[src/rtl/approx_pkg.sv]
// Shared definitions for the pipelined lower-part-OR approximate adder:
// mode encodings and the generic approximate lower-part function.
package approx_pkg;

    typedef enum logic {
        MODE_APPROX = 1'b0,
        MODE_EXACT  = 1'b1
    } addMode_e;

    // Widest operand the generic helper below can handle.
    localparam int MAX_W = 64;

    // Bit i of the result is 1 if any generate (a&b) exists at or above i
    // inside the approximate part, otherwise the propagate (a|b) bit.
    // Bits at or above k are returned as zero.
    function automatic logic [MAX_W-1:0] approx_lower(
        input logic [MAX_W-1:0] a,
        input logic [MAX_W-1:0] b,
        input int               k
    );
        logic [MAX_W-1:0] lo;
        logic             fill;
        lo   = '0;
        fill = 1'b0;
        for (int i = MAX_W - 1; i >= 0; i--) begin
            if (i < k) begin
                fill  = fill | (a[i] & b[i]);
                lo[i] = fill | a[i] | b[i];
            end
        end
        return lo;
    endfunction

endpackage

[src/rtl/approx_add_core.sv]
// Combinational W/K adder: returns the unwrapped (W+1)-bit approximate and
// exact sums of the same operands.
module approx_add_core
    import approx_pkg::*;
#(
    parameter int W = 16,
    parameter int K = 12
) (
    input  logic [W-1:0] a_i,
    input  logic [W-1:0] b_i,
    output logic [W:0]   approx_o,
    output logic [W:0]   exact_o
);

    assign exact_o = {1'b0, a_i} + {1'b0, b_i};

    generate
        if (K == 0) begin : g_pure_exact
            assign approx_o = exact_o;
        end else begin : g_split
            logic [W-K:0] hi;
            logic [K-1:0] lo;

            // The upper part deliberately ignores any carry out of the lower part.
            assign hi = {1'b0, a_i[W-1:K]} + {1'b0, b_i[W-1:K]};
            assign lo = K'(approx_lower(MAX_W'(a_i), MAX_W'(b_i), K));
            assign approx_o = {hi, lo};
        end
    endgenerate

endmodule

[src/rtl/approx_adder_pipe.sv]
// Two-stage valid/ready pipeline around approx_add_core with per-beat mode.
// Define APPROX_ERR_EN to add the out_err / err_cnt / err_clr error monitor.
module approx_adder_pipe
    import approx_pkg::*;
#(
    parameter int W     = 16,
    parameter int K     = 12,
    parameter int CNT_W = 16
) (
    input  logic             clk,
    input  logic             rst_n,
    input  logic             in_valid,
    output logic             in_ready,
    input  logic [W-1:0]     in_a,
    input  logic [W-1:0]     in_b,
    input  logic             in_mode,
    output logic             out_valid,
    input  logic             out_ready,
    output logic [W-1:0]     out_sum,
    output logic             out_cout,
    output logic             out_mode
`ifdef APPROX_ERR_EN
    ,
    output logic [W:0]       out_err,
    output logic [CNT_W-1:0] err_cnt,
    input  logic             err_clr
`endif
);

    logic         s1Valid_q;
    logic [W-1:0] s1A_q;
    logic [W-1:0] s1B_q;
    logic         s1Mode_q;

    logic         s2Valid_q;
    logic [W-1:0] s2Sum_q;
    logic         s2Cout_q;
    logic         s2Mode_q;

    logic         s1Adv;
    logic         s2Adv;
    logic [W:0]   approxSum;
    logic [W:0]   exactSum;
    logic [W:0]   selSum_d;
    logic [W:0]   err_d;

    // No skid buffer: upstream sees backpressure in the same cycle.
    assign s2Adv    = !s2Valid_q || out_ready;
    assign s1Adv    = !s1Valid_q || s2Adv;
    assign in_ready = s1Adv;

    always_ff @(posedge clk or negedge rst_n) begin
        if (!rst_n) begin
            s1Valid_q <= 1'b0;
            s1A_q     <= '0;
            s1B_q     <= '0;
            s1Mode_q  <= MODE_APPROX;
        end else if (s1Adv) begin
            s1Valid_q <= in_valid;
            if (in_valid) begin
                s1A_q    <= in_a;
                s1B_q    <= in_b;
                s1Mode_q <= in_mode;
            end
        end
    end

    approx_add_core #(
        .W (W),
        .K (K)
    ) u_core (
        .a_i      (s1A_q),
        .b_i      (s1B_q),
        .approx_o (approxSum),
        .exact_o  (exactSum)
    );

    always_comb begin
        selSum_d = (s1Mode_q == MODE_EXACT) ? exactSum : approxSum;
        err_d    = exactSum - selSum_d;
    end

    // Data registers only load on a real beat so out_* keeps its last value
    // through bubbles.
    always_ff @(posedge clk or negedge rst_n) begin
        if (!rst_n) begin
            s2Valid_q <= 1'b0;
            s2Sum_q   <= '0;
            s2Cout_q  <= 1'b0;
            s2Mode_q  <= MODE_APPROX;
        end else if (s2Adv) begin
            s2Valid_q <= s1Valid_q;
            if (s1Valid_q) begin
                s2Sum_q  <= selSum_d[W-1:0];
                s2Cout_q <= selSum_d[W];
                s2Mode_q <= s1Mode_q;
            end
        end
    end

    assign out_valid = s2Valid_q;
    assign out_sum   = s2Sum_q;
    assign out_cout  = s2Cout_q;
    assign out_mode  = s2Mode_q;

`ifdef APPROX_ERR_EN
    logic [W:0]       s2Err_q;
    logic [CNT_W-1:0] errCnt_q;
    logic [CNT_W-1:0] errCnt_d;

    always_ff @(posedge clk or negedge rst_n) begin
        if (!rst_n) begin
            s2Err_q <= '0;
        end else if (s2Adv && s1Valid_q) begin
            s2Err_q <= err_d;
        end
    end

    // Clear beats a same-cycle count; the count saturates at all-ones.
    always_comb begin
        errCnt_d = errCnt_q;
        if (err_clr) begin
            errCnt_d = '0;
        end else if (s2Valid_q && out_ready && (s2Err_q != '0) && (errCnt_q != '1)) begin
            errCnt_d = errCnt_q + CNT_W'(1);
        end
    end

    always_ff @(posedge clk or negedge rst_n) begin
        if (!rst_n) begin
            errCnt_q <= '0;
        end else begin
            errCnt_q <= errCnt_d;
        end
    end

    assign out_err = s2Err_q;
    assign err_cnt = errCnt_q;
`else
    logic unusedErr;
    assign unusedErr = ^err_d;
`endif

endmodule

[config.mk]
export PLATFORM = sky130hd
export DESIGN_NAME = approx_adder_pipe
export DESIGN_NICKNAME = d
export VERILOG_FILES = /design/src/rtl/approx_pkg.sv /design/src/rtl/approx_add_core.sv /design/src/rtl/approx_adder_pipe.sv
export SDC_FILE = /design/constraint.sdc
export NUM_CORES = 1
export LEC_CHECK = 0
export BUFFER_PORTS_ARGS = -buffer_cell sky130_fd_sc_hd__buf_4
export CORE_UTILIZATION = 52
export CTS_BUF_LIST = sky130_fd_sc_hd__clkbuf_2 sky130_fd_sc_hd__clkbuf_4 sky130_fd_sc_hd__clkbuf_8
export DETAILED_ROUTE_END_ITERATION = 7
export PLACE_DENSITY_LB_ADDON = 0.1
export SYNTH_ARGS = -nofsm -noshare
export SYNTH_HDL_FRONTEND = slang
export SYNTH_SLANG_ARGS = --single-unit
[constraint.sdc]
create_clock -name clk -period 2.2 [get_ports clk]
set_input_delay 0.22 -clock clk [delete_from_list [all_inputs] [get_ports clk]]
set_output_delay 0.22 -clock clk [all_outputs]
set_load 0.03 [all_outputs]
# ---- After elaboration in Yosys (flattened, before gate mapping)
# Cells that the tools add are included.
dict set report totals {
  input_bits 37
  out_inout_bits 20
  regBits 53
  latchBits 0
  ram_bits 0
  rom_bits 0
  n_memories 0
  word_cells 64
}
dict set report classes {
  n_reduce_logical 6
  n_lt_le_gt_ge 0
  shift 0
  mux 1
  n_mul 0
  eq_ne 0
  div 0
  add_sub_neg 2
  bitwise_logic 47
}
# op count
set op_table {}
lappend op_table {{$or 1x1->1} 35}
lappend op_table {{$add 16x16->17} 1}
lappend op_table {{$mux 17} 1}
lappend op_table {{$and 1x1->1} 12}
lappend op_table {{$add 4x4->5} 1}
lappend op_table {{$reduce_and 2->1} 2}
lappend op_table {{$logic_not 1->1} 2}
lappend op_table {{$logic_or 1x1->1} 2}

# ---- Depth between registers and ports, before layout
# Gate-level depths: netlist of run 1.
dict set report depth {
  depth_word 15
  mapped_depth 10
  ltp_nobuf 10
}

# ---- Hierarchy
# From an unflattened synthesis of run 1, not the netlist that was laid out.
dict set report unflattened {
  hier_cells 278
  hier_area_um2 3134.3
}
# module area_per_inst_um2 instances cells_each seq_area_each_um2
set modules_own_cells {}
lappend modules_own_cells {approx_adder_pipe 2200.9 1 155 1326.3}
lappend modules_own_cells {approx_add_core 933.4 1 123 0.0}

# ---- Worst setup path after synthesis of run 1
# OpenSTA, ideal clock, no wires.
dict set report synth_path {
  kind {register to register}
  start {register s1A_q[0]}
  end {register s2Sum_q[14] (netlist: out_sum[14])}
  stages_incl_launch_ff 11
  t_arrival_ps 2052
  path_buffers 0
  synth_period_minus_slack_ps 2185
  t_required_ps 2067
  setup_time_ps 133
  setup_slack_ps 15
  cell_sequence {dfrtp_1 -> ha_1 -> inv_1 -> fa_1 -> nor2b_4 -> o2111ai_1 -> a21boi_1 -> a221oi_2 -> o21ai_2 -> mux2i_1 -> o211ai_1}
}
dict set report synth_between {
  elab_chain_len 2
}
# item line_no
set synth_rtl {}
lappend synth_rtl {{start: declaration} approx_adder_pipe.sv:31} ;# logic [W-1:0] s1A_q;
lappend synth_rtl {{start signal: assignment} approx_adder_pipe.sv:61} ;# s1A_q <= in_a;
lappend synth_rtl {{$add 16x16->17} approx_add_core.sv:15} ;# assign exact_o = {1'b0, a_i} + {1'b0, b_i};
lappend synth_rtl {{$mux 17} approx_adder_pipe.sv:79} ;# selSum_d = (s1Mode_q == MODE_EXACT) ? exactSum : approxSum;
lappend synth_rtl {{end signal: assignment} approx_adder_pipe.sv:94} ;# s2Sum_q <= selSum_d[W-1:0];
lappend synth_rtl {{end: declaration} approx_adder_pipe.sv:36} ;# logic [W-1:0] s2Sum_q;
# Every way passes these cells.
# A chain may end at the register's enable or synchronous reset.

# ---- Worst setup path after layout of run 1
# Same ends and word-level chain as after synthesis.

==> flow_metrics.py, run 1 <==
metrics = {
    "run_status": {
        "status": "complete, no violations",
    },
    "clock_network": {
        "cts_sinks": 53,
        "cts_max_path_buffers": 2,
        "htree_levels": 2,
        "cts_tree": "yes",
        "cts-root-buf": "clkbuf_8",
        "clk_pin_slew_worst_paths_ns": 0.09,
        "numCtsBuffers": 5,
        "clkLatencyLatePin_ns": 0.31,
    },
    "yosys": {
        "ys_seq_area_frac": 0.455,
        "synth_fp_nets": 326,
        "syn_area_mm2": 0.00291,
        "synthCells": 270,
        "yosys-top-cells-area": "dfrtp_1 (46%), mux2_2 (13%), ha_1 (7.3%)",
        "synth.distinct_cells": 42,
        "synth_seq_cells": 53,
        "postSynth.asyncResetShare": 1.00,
        "syn_avg_cell_area_um2": 10.8,
        "yosys.area.top_type_share": 0.455,
        "synth_warnings": 0,
        "synth_enable_flop_cells": 0,
        "synthFlopType": "dfrtp_1",
        "synth_top_cell_by_area": "dfrtp_1",
    },
    "power": {
        "finalPower_w": 0.00354,
        "max-vdd-ir-drop_v": 0.000556,
        "p_leak_nw": 1.70,
        "p_per_area_mw_per_mm2": 958,
    },
    "critical_path": {
        "worstSetupPathType": "reg2reg",
        "rr_worst_depth": 10,
        "endpoint_kind": "register",
        "worst_ep_arrival_time_ns": 2.37,
        "crit_chain": "ha_2 -> inv_2 -> fa_2 -> nor2b_4 -> o2111ai_2 -> a21boi_2 -> a221oi_2 -> o21ai_2 -> mux2i_1 -> o211ai_1",
        "critPathMaxFanout": 4,
        "critPathMaxStageDelay_ns": 0.37,
        "cp_slowest_cell": "dfrtp_1",
        "start_kind": "register",
        "required_ns": 2.39,
    },
    "global_route": {
        "grt_start_max_net_pins": 54,
        "antenna_found_initial": 0,
        "grt_pass1_vias": 2215,
        "grt.total_usage": 0.220,
        "grt.overflow.total": 0,
        "grt_pass1_wl_mm": 10.3,
    },
    "sta": {
        "whs_ns": 0.113,
        "hold_viol": 0,
        "worstMarginPinSlew_ns": 0.666,
        "maxSlewViolCount": 0,
        "post-route-period-util": 0.988,
        "rsz0062_at_grt": "true",
        "setup_ws_ns": 0.0256,
        "post-route-min-period_ns": 2.17,
        "slew_headroom": 0.556,
        "setup_viol": 0,
        "skew_ns": 0.0114,
        "fmax_ghz": 0.460,
    },
    "finish": {
        "antenna_cells": 0,
        "n_fill_cell": 411,
        "area_growth_pct": 26.7,
        "drive_above_1_share": 0.375,
        "nets": 397,
        "design_area_mm2": 0.00369,
    },
    "die": {
        "rows": 26,
        "die_h_um": 76.8,
        "core-area_mm2": 0.00524,
        "ios": 57,
        "start_util": 0.556,
        "die_area_mm2": 0.00591,
        "die_x_um": 76.8,
    },
    "drt": {
        "vias": 2341,
        "drt_iter0_markers": 113,
        "post_drt_wl_per_cell_um": 15.2,
        "via_per_inst": 5.70,
        "drc_errors": 0,
        "drt_wl_total_mm": 6.27,
        "ant_nets": 0,
        "first_pass_iters": 4,
    },
    "placed_design": {
        "pre_cts_slack_ns": -0.103,
        "placed_cell_area_mm2": 0.00350,
        "hpwlAfterDp_mm": 4.48,
        "gp_congestion": 0.848,
        "port_buffers": 56,
    },
    "min_path": {
        "hold_path.class": "in2reg",
        "hold_depth": 2,
    },
    "run": {
        "cap_violations": 0,
    },
}
[routing by layer]
metal  wire [um]  GRT usage  vias to the layer above
li1            -          -                     1124
met1        2870      0.301                     1142
met4          99     0.0808                        0
met2        2970      0.349                       67
met3         321     0.0393                        8
met5           0          0                        -
[what timing repair did]
item,CTS,global route
setup endpoints to repair,6,7
resized for setup,6,6
endpoints found under the hold margin,53,0
hold buffers,1,0
pin swaps,6,9
setup buffers,1,2
[worst max-delay path: cells and delay by family (launching register included)]
kind,cells,cell delay (ns)
compound gates,5,0.74
fa+ha+maj,2,0.55
buf+inv,1,0.04
flops,1,0.37
simple gates,1,0.13
mux,1,0.23
[stage by stage]
step	instances	utilization	setup TNS [ns]
floorplan	270	-	0
global placement	400	0.668	-0.107
detailed placement	400	0.668	-0.247
CTS	409	0.693	-0.0186
global route	411	0.704	-0.150
finish	411	0.704	0
[Yosys cell counts, types with 4 or more instances]
cell / instances
a21o_1: 8
a21oi_1: 15
a31oi_1: 7
clkbuf_1: 7
dfrtp_1: 53
ha_1: 17
inv_1: 8
mux2_2: 33
nand2_1: 22
nand2b_1: 6
nor2_1: 9
nor3_1: 13
o21a_1: 4
o21ai_0: 5
o21ai_1: 10
xnor2_1: 7
xor2_1: 4
[final timing paths]
check	start	slack, ns	end
max	s1A_q[0]	0.03	out_sum[14]
min	in_valid	0.11	s1Valid_q
max reg2reg	s1A_q[0]	0.03	out_sum[14]
min reg2reg	out_sum[2]	0.49	out_sum[2]
max in group asynchronous	rst_n	1.26	s1B_q[3]
min in group asynchronous	rst_n	0.47	s1B_q[14]
[state kept, by name, summed over array words and instances, names as in the netlist]
name,cells
out_sum,16
s1A_q,16
s1B_q,16
out_cout,1
out_mode,1
out_valid,1
s1Mode_q,1
s1Valid_q,1
[power breakdown]
| group | internal [W] | switching (W) |
|---|---|---|
| combinational | 0.000752 | 0.000882 |
| clock | 0.000263 | 0.000305 |
| sequential | 0.00118 | 0.000151 |
| total | 0.00220 | 0.00134 |
[layout by cell type (no fill, tap or decap), types with 2 or more instances in the layout]
| cell | synthesis | final |
|---|---|---|
| a21o_1 | 8 | 8 |
| a21oi_1 | 15 | 15 |
| a221oi_1 | 3 | 3 |
| a31oi_1 | 7 | 6 |
| and3_1 | 3 | 3 |
| buf_4 | 0 | 72 |
| clkbuf_8 | 0 | 6 |
| dfrtp_1 | 53 | 53 |
| ha_1 | 17 | 14 |
| ha_4 | 0 | 2 |
| inv_1 | 8 | 7 |
| inv_2 | 1 | 2 |
| mux2_2 | 33 | 33 |
| nand2_1 | 22 | 22 |
| nand2b_1 | 6 | 6 |
| nand3_1 | 2 | 2 |
| nand3b_1 | 3 | 3 |
| nor2_1 | 9 | 9 |
| nor3_1 | 13 | 13 |
| nor4_1 | 2 | 2 |
| o2111ai_2 | 0 | 2 |
| o211ai_1 | 3 | 3 |
| o21a_1 | 4 | 4 |
| o21ai_0 | 5 | 5 |
| o21ai_1 | 10 | 10 |
| or3_1 | 2 | 2 |
| xnor2_1 | 7 | 7 |
| xor2_1 | 4 | 4 |
[logic make-up (layout without fill, tap and decap cells)]
group	after synthesis	after routing	share of synthesized area
adder cells (fa/ha/maj)	19	19	0.0868
buffers and inverters	19	90	0.0245
multiplexers	34	34	0.131
AND/OR/NAND/NOR	64	64	0.108
AO/OA/AOI/OAI	70	70	0.161
flip-flops	53	53	0.455
XOR/XNOR	11	11	0.0331
[area by class of cell]
type	instances	area [um2]	share of cell area
Tap cell	70	87.6	0.0237
Multi-Input combinational cell	198	1580	0.429
Timing Repair Buffer	74	571	0.155
Inverter	9	33.8	0.00916
Sequential cell	53	1330	0.359
Clock buffer	7	90.1	0.0244
(Power assumes the default switching activity.)
==> run 2, diff against run 1 <==
Settings changed: CORE_ASPECT_RATIO from default to 0.8, SYNTH_HIERARCHICAL from default to 1.
==> flow_metrics.py, run 2 <==
metrics = {
    "run_status": {
        "status": "finished, violations left",
        "violations": "negative setup slack",
    },
    "clock_network": {
        "cts_tree": "yes",
        "clkLatencyLatePin_ns": 0.31,
        "htree_levels": 2,
        "cts_sinks": 53,
        "cts_max_path_buffers": 2,
        "numCtsBuffers": 5,
        "clk_pin_slew_worst_paths_ns": 0.10,
        "cts-root-buf": "clkbuf_8",
    },
    "global_route": {
        "grt_start_max_net_pins": 54,
        "grt_pass1_wl_mm": 12.0,
        "grt_pass1_vias": 2558,
        "grt.total_usage": 0.250,
        "grt.overflow.total": 0,
        "antenna_found_initial": 0,
    },
    "power": {
        "combPwrFrac": 0.536,
        "p_per_area_mw_per_mm2": 955,
        "intPower_w": 0.00248,
        "swShare": 0.386,
        "p_leak_nw": 1.99,
        "p_clk_frac": 0.135,
        "max-vdd-ir-drop_v": 0.000491,
        "finalPower_w": 0.00404,
        "p_sw_w": 0.00156,
        "p_seq_frac": 0.329,
    },
    "finish": {
        "multi_input_area_mm2": 0.00177,
        "final_cell_mix": "buf_4 (110), dfrtp_1 (53), a21oi_1 (41), mux2_2 (33), mux2i_1 (17)",
        "antenna_cells": 0,
        "drive_above_1_share": 0.483,
        "n_fill_cell": 402,
        "mostFrequentLayoutCell": "buf_4",
        "nets": 446,
        "area_growth_pct": 34.9,
        "regArea_mm2": 0.00133,
    },
    "critical_path": {
        "critPathMaxStageDelay_ns": 0.53,
        "start_kind": "register",
        "endpoint_kind": "register",
        "critPathMaxFanout": 3,
        "crit_family": "simple AND/OR/NAND/NOR gates",
        "worstSetupPathDepth": 8,
        "crit_chain": "ha_2 -> or4_4 -> or2_4 -> nor4_4 -> nand2b_1 -> or4_1 -> mux2i_1 -> a21oi_1",
        "worst-path-buf-inv": 0,
        "crit_path_start": "s1B_q[10]",
        "r2r_slack_ns": -0.26,
        "worstSetupPathType": "reg2reg",
        "r2r_start": "s1B_q[10]",
        "worst_ep_arrival_time_ns": 2.65,
        "required_ns": 2.39,
        "rr_worst_depth": 8,
        "cp_slowest_cell": "or4_4",
    },
    "min_path": {
        "hp-start": "in_b[14]",
        "hold_depth": 2,
        "hold_path.class": "in2reg",
    },
    "drt": {
        "drc_errors": 0,
        "drt_wl_total_mm": 7.30,
        "vias": 2554,
        "first_pass_iters": 4,
        "ant_nets": 0,
        "via_per_inst": 5.45,
        "drt_iter0_markers": 89,
        "post_drt_wl_per_cell_um": 15.6,
    },
    "yosys": {
        "syn_area_mm2": 0.00313,
        "synth_enable_flop_cells": 0,
        "synth_seq_cells": 53,
        "synthCells": 278,
        "syn_avg_cell_area_um2": 11.3,
        "synth_warnings": 6,
        "ys_seq_area_frac": 0.423,
        "post-synth-top-count-cell": "dfrtp_1",
        "synth.distinct_cells": 52,
        "yosys.area.top_type_share": 0.423,
        "synthTopCellsByCount": "dfrtp_1 (53), a21oi_1 (44), mux2_2 (33)",
        "synth_top_cell_by_area": "dfrtp_1",
        "synthFlopType": "dfrtp_1",
        "synth_fp_nets": 334,
        "postSynth.asyncResetShare": 1.00,
        "yosys-top-cells-area": "dfrtp_1 (42%), mux2_2 (12%), a21oi_1 (7.0%)",
    },
    "die": {
        "rows": 24,
        "die_area_mm2": 0.00634,
        "ios": 57,
        "die_h_um": 71.4,
        "start_util": 0.558,
        "core-area_mm2": 0.00562,
        "die_x_um": 88.8,
    },
    "sta": {
        "fmax_ghz": 0.407,
        "slew_headroom": 0.538,
        "skew_ns": 0.00581,
        "setup_ws_ns": -0.259,
        "setup_viol": 16,
        "post-route-period-util": 1.12,
        "maxSlewViolCount": 0,
        "rsz0062_at_grt": "true",
        "whs_ns": 0.132,
        "worstMarginPinSlew_ns": 0.692,
        "post-route-min-period_ns": 2.46,
        "hold_viol": 0,
    },
    "placed_design": {
        "gp_congestion": 0.811,
        "hpwlAfterDp_mm": 5.13,
        "port_buffers": 56,
    },
    "run": {
        "cap_violations": 0,
    },
}
==> run 2: cell types whose count changed after synthesis, moves of 4 or more <==
cell      change
mux2i_1      +16
o21ai_1      -10
buf_6         +4
inv_1         +5
nor3_1       -10
xnor2_1       +4
a31oi_1       -6
nand2_1      -15
clkbuf_1      -5
a21oi_1      +29
==> run 2: area by class of cell <==
cell class	count	share of cell area
Multi-Input combinational cell	201	0.418
Sequential cell	53	0.314
Timing Repair Buffer	116	0.213
Tap cell	78	0.0231
Clock buffer	5	0.0163
Inverter	13	0.0121
Clock inverter	3	0.00414
==> run 2: kinds of logic after synthesis <==
family                     synth area share
AOI/OAI and AO/OA                     0.151
xor gates and xnor gates             0.0363
adders and majority gates            0.0806
buffers and inverters                0.0467
DFF                                   0.423
muxes                                 0.178
and+or+nand+nor                      0.0842
==> run 2: worst register-to-register path: stages (launching register included) <==
cell	delay (ns)
dfrtp_1	0.41
ha_2	0.20
or4_4	0.53
or2_4	0.27
nor4_4	0.16
nand2b_1	0.14
or4_1	0.42
mux2i_1	0.13
a21oi_1	0.08
==> run 2: path summary, 6_finish.rpt <==
kind | end
min reg2reg | s1B_q[14]
min in group asynchronous | out_sum[1]
max reg2reg | out_sum[2]
max in group asynchronous | out_sum[9]
min | s1B_q[14]
max | out_sum[2]
==> run 2: metrics by stage <==
step | TNS, ns | instance area [um2] | cells | setup slack (ns) | utilization
6_report | -1.78 | 4230 | 469 | -0.259 | 0.753
3_3_place_gp | -1.10 | 3960 | 451 | -0.158 | 0.706
5_1_grt | -3.57 | 4230 | 469 | -0.329 | 0.753
3_5_place_dp | -2.06 | 3960 | 451 | -0.229 | 0.706
4_1_cts | -1.77 | 4190 | 467 | -0.208 | 0.746
2_1_floorplan | -0.115 | 3160 | 278 | -0.0787 | -
==> run 2: per-layer routing <==
| metal | vias to the layer above | track usage | part of all wire |
|---|---|---|---|
| li1 | 1231 | - | - |
| met2 | 62 | 0.421 | 0.49 |
| met4 | 0 | 0.0824 | 0.011 |
| met1 | 1255 | 0.329 | 0.46 |
| met5 | - | 0 | 0 |
| met3 | 6 | 0.0403 | 0.039 |
==> run 2: power by group through the flow <==
stage	clock network (W)	logic [W]	registers, W
final	0.000545	0.00216	0.00133
after global routing	0.000605	0.00234	0.00135
after CTS	0.000562	0.00211	0.00133
after detailed placement	0	0.00199	0.00135
after global placement	0	0.00195	0.00134
after floorplan	0	0.00100	0.00158
==> run 2: timing repair <==
action | 4_1_cts | 5_1_grt
hold buffers | 1 | 0
endpoints found under the setup margin | 16 | 16
resized for setup | 18 | 8
pin swaps | 24 | 16
cloned | 0 | 0
hold endpoints to repair | 53 | 0
buffers inserted | 7 | 2
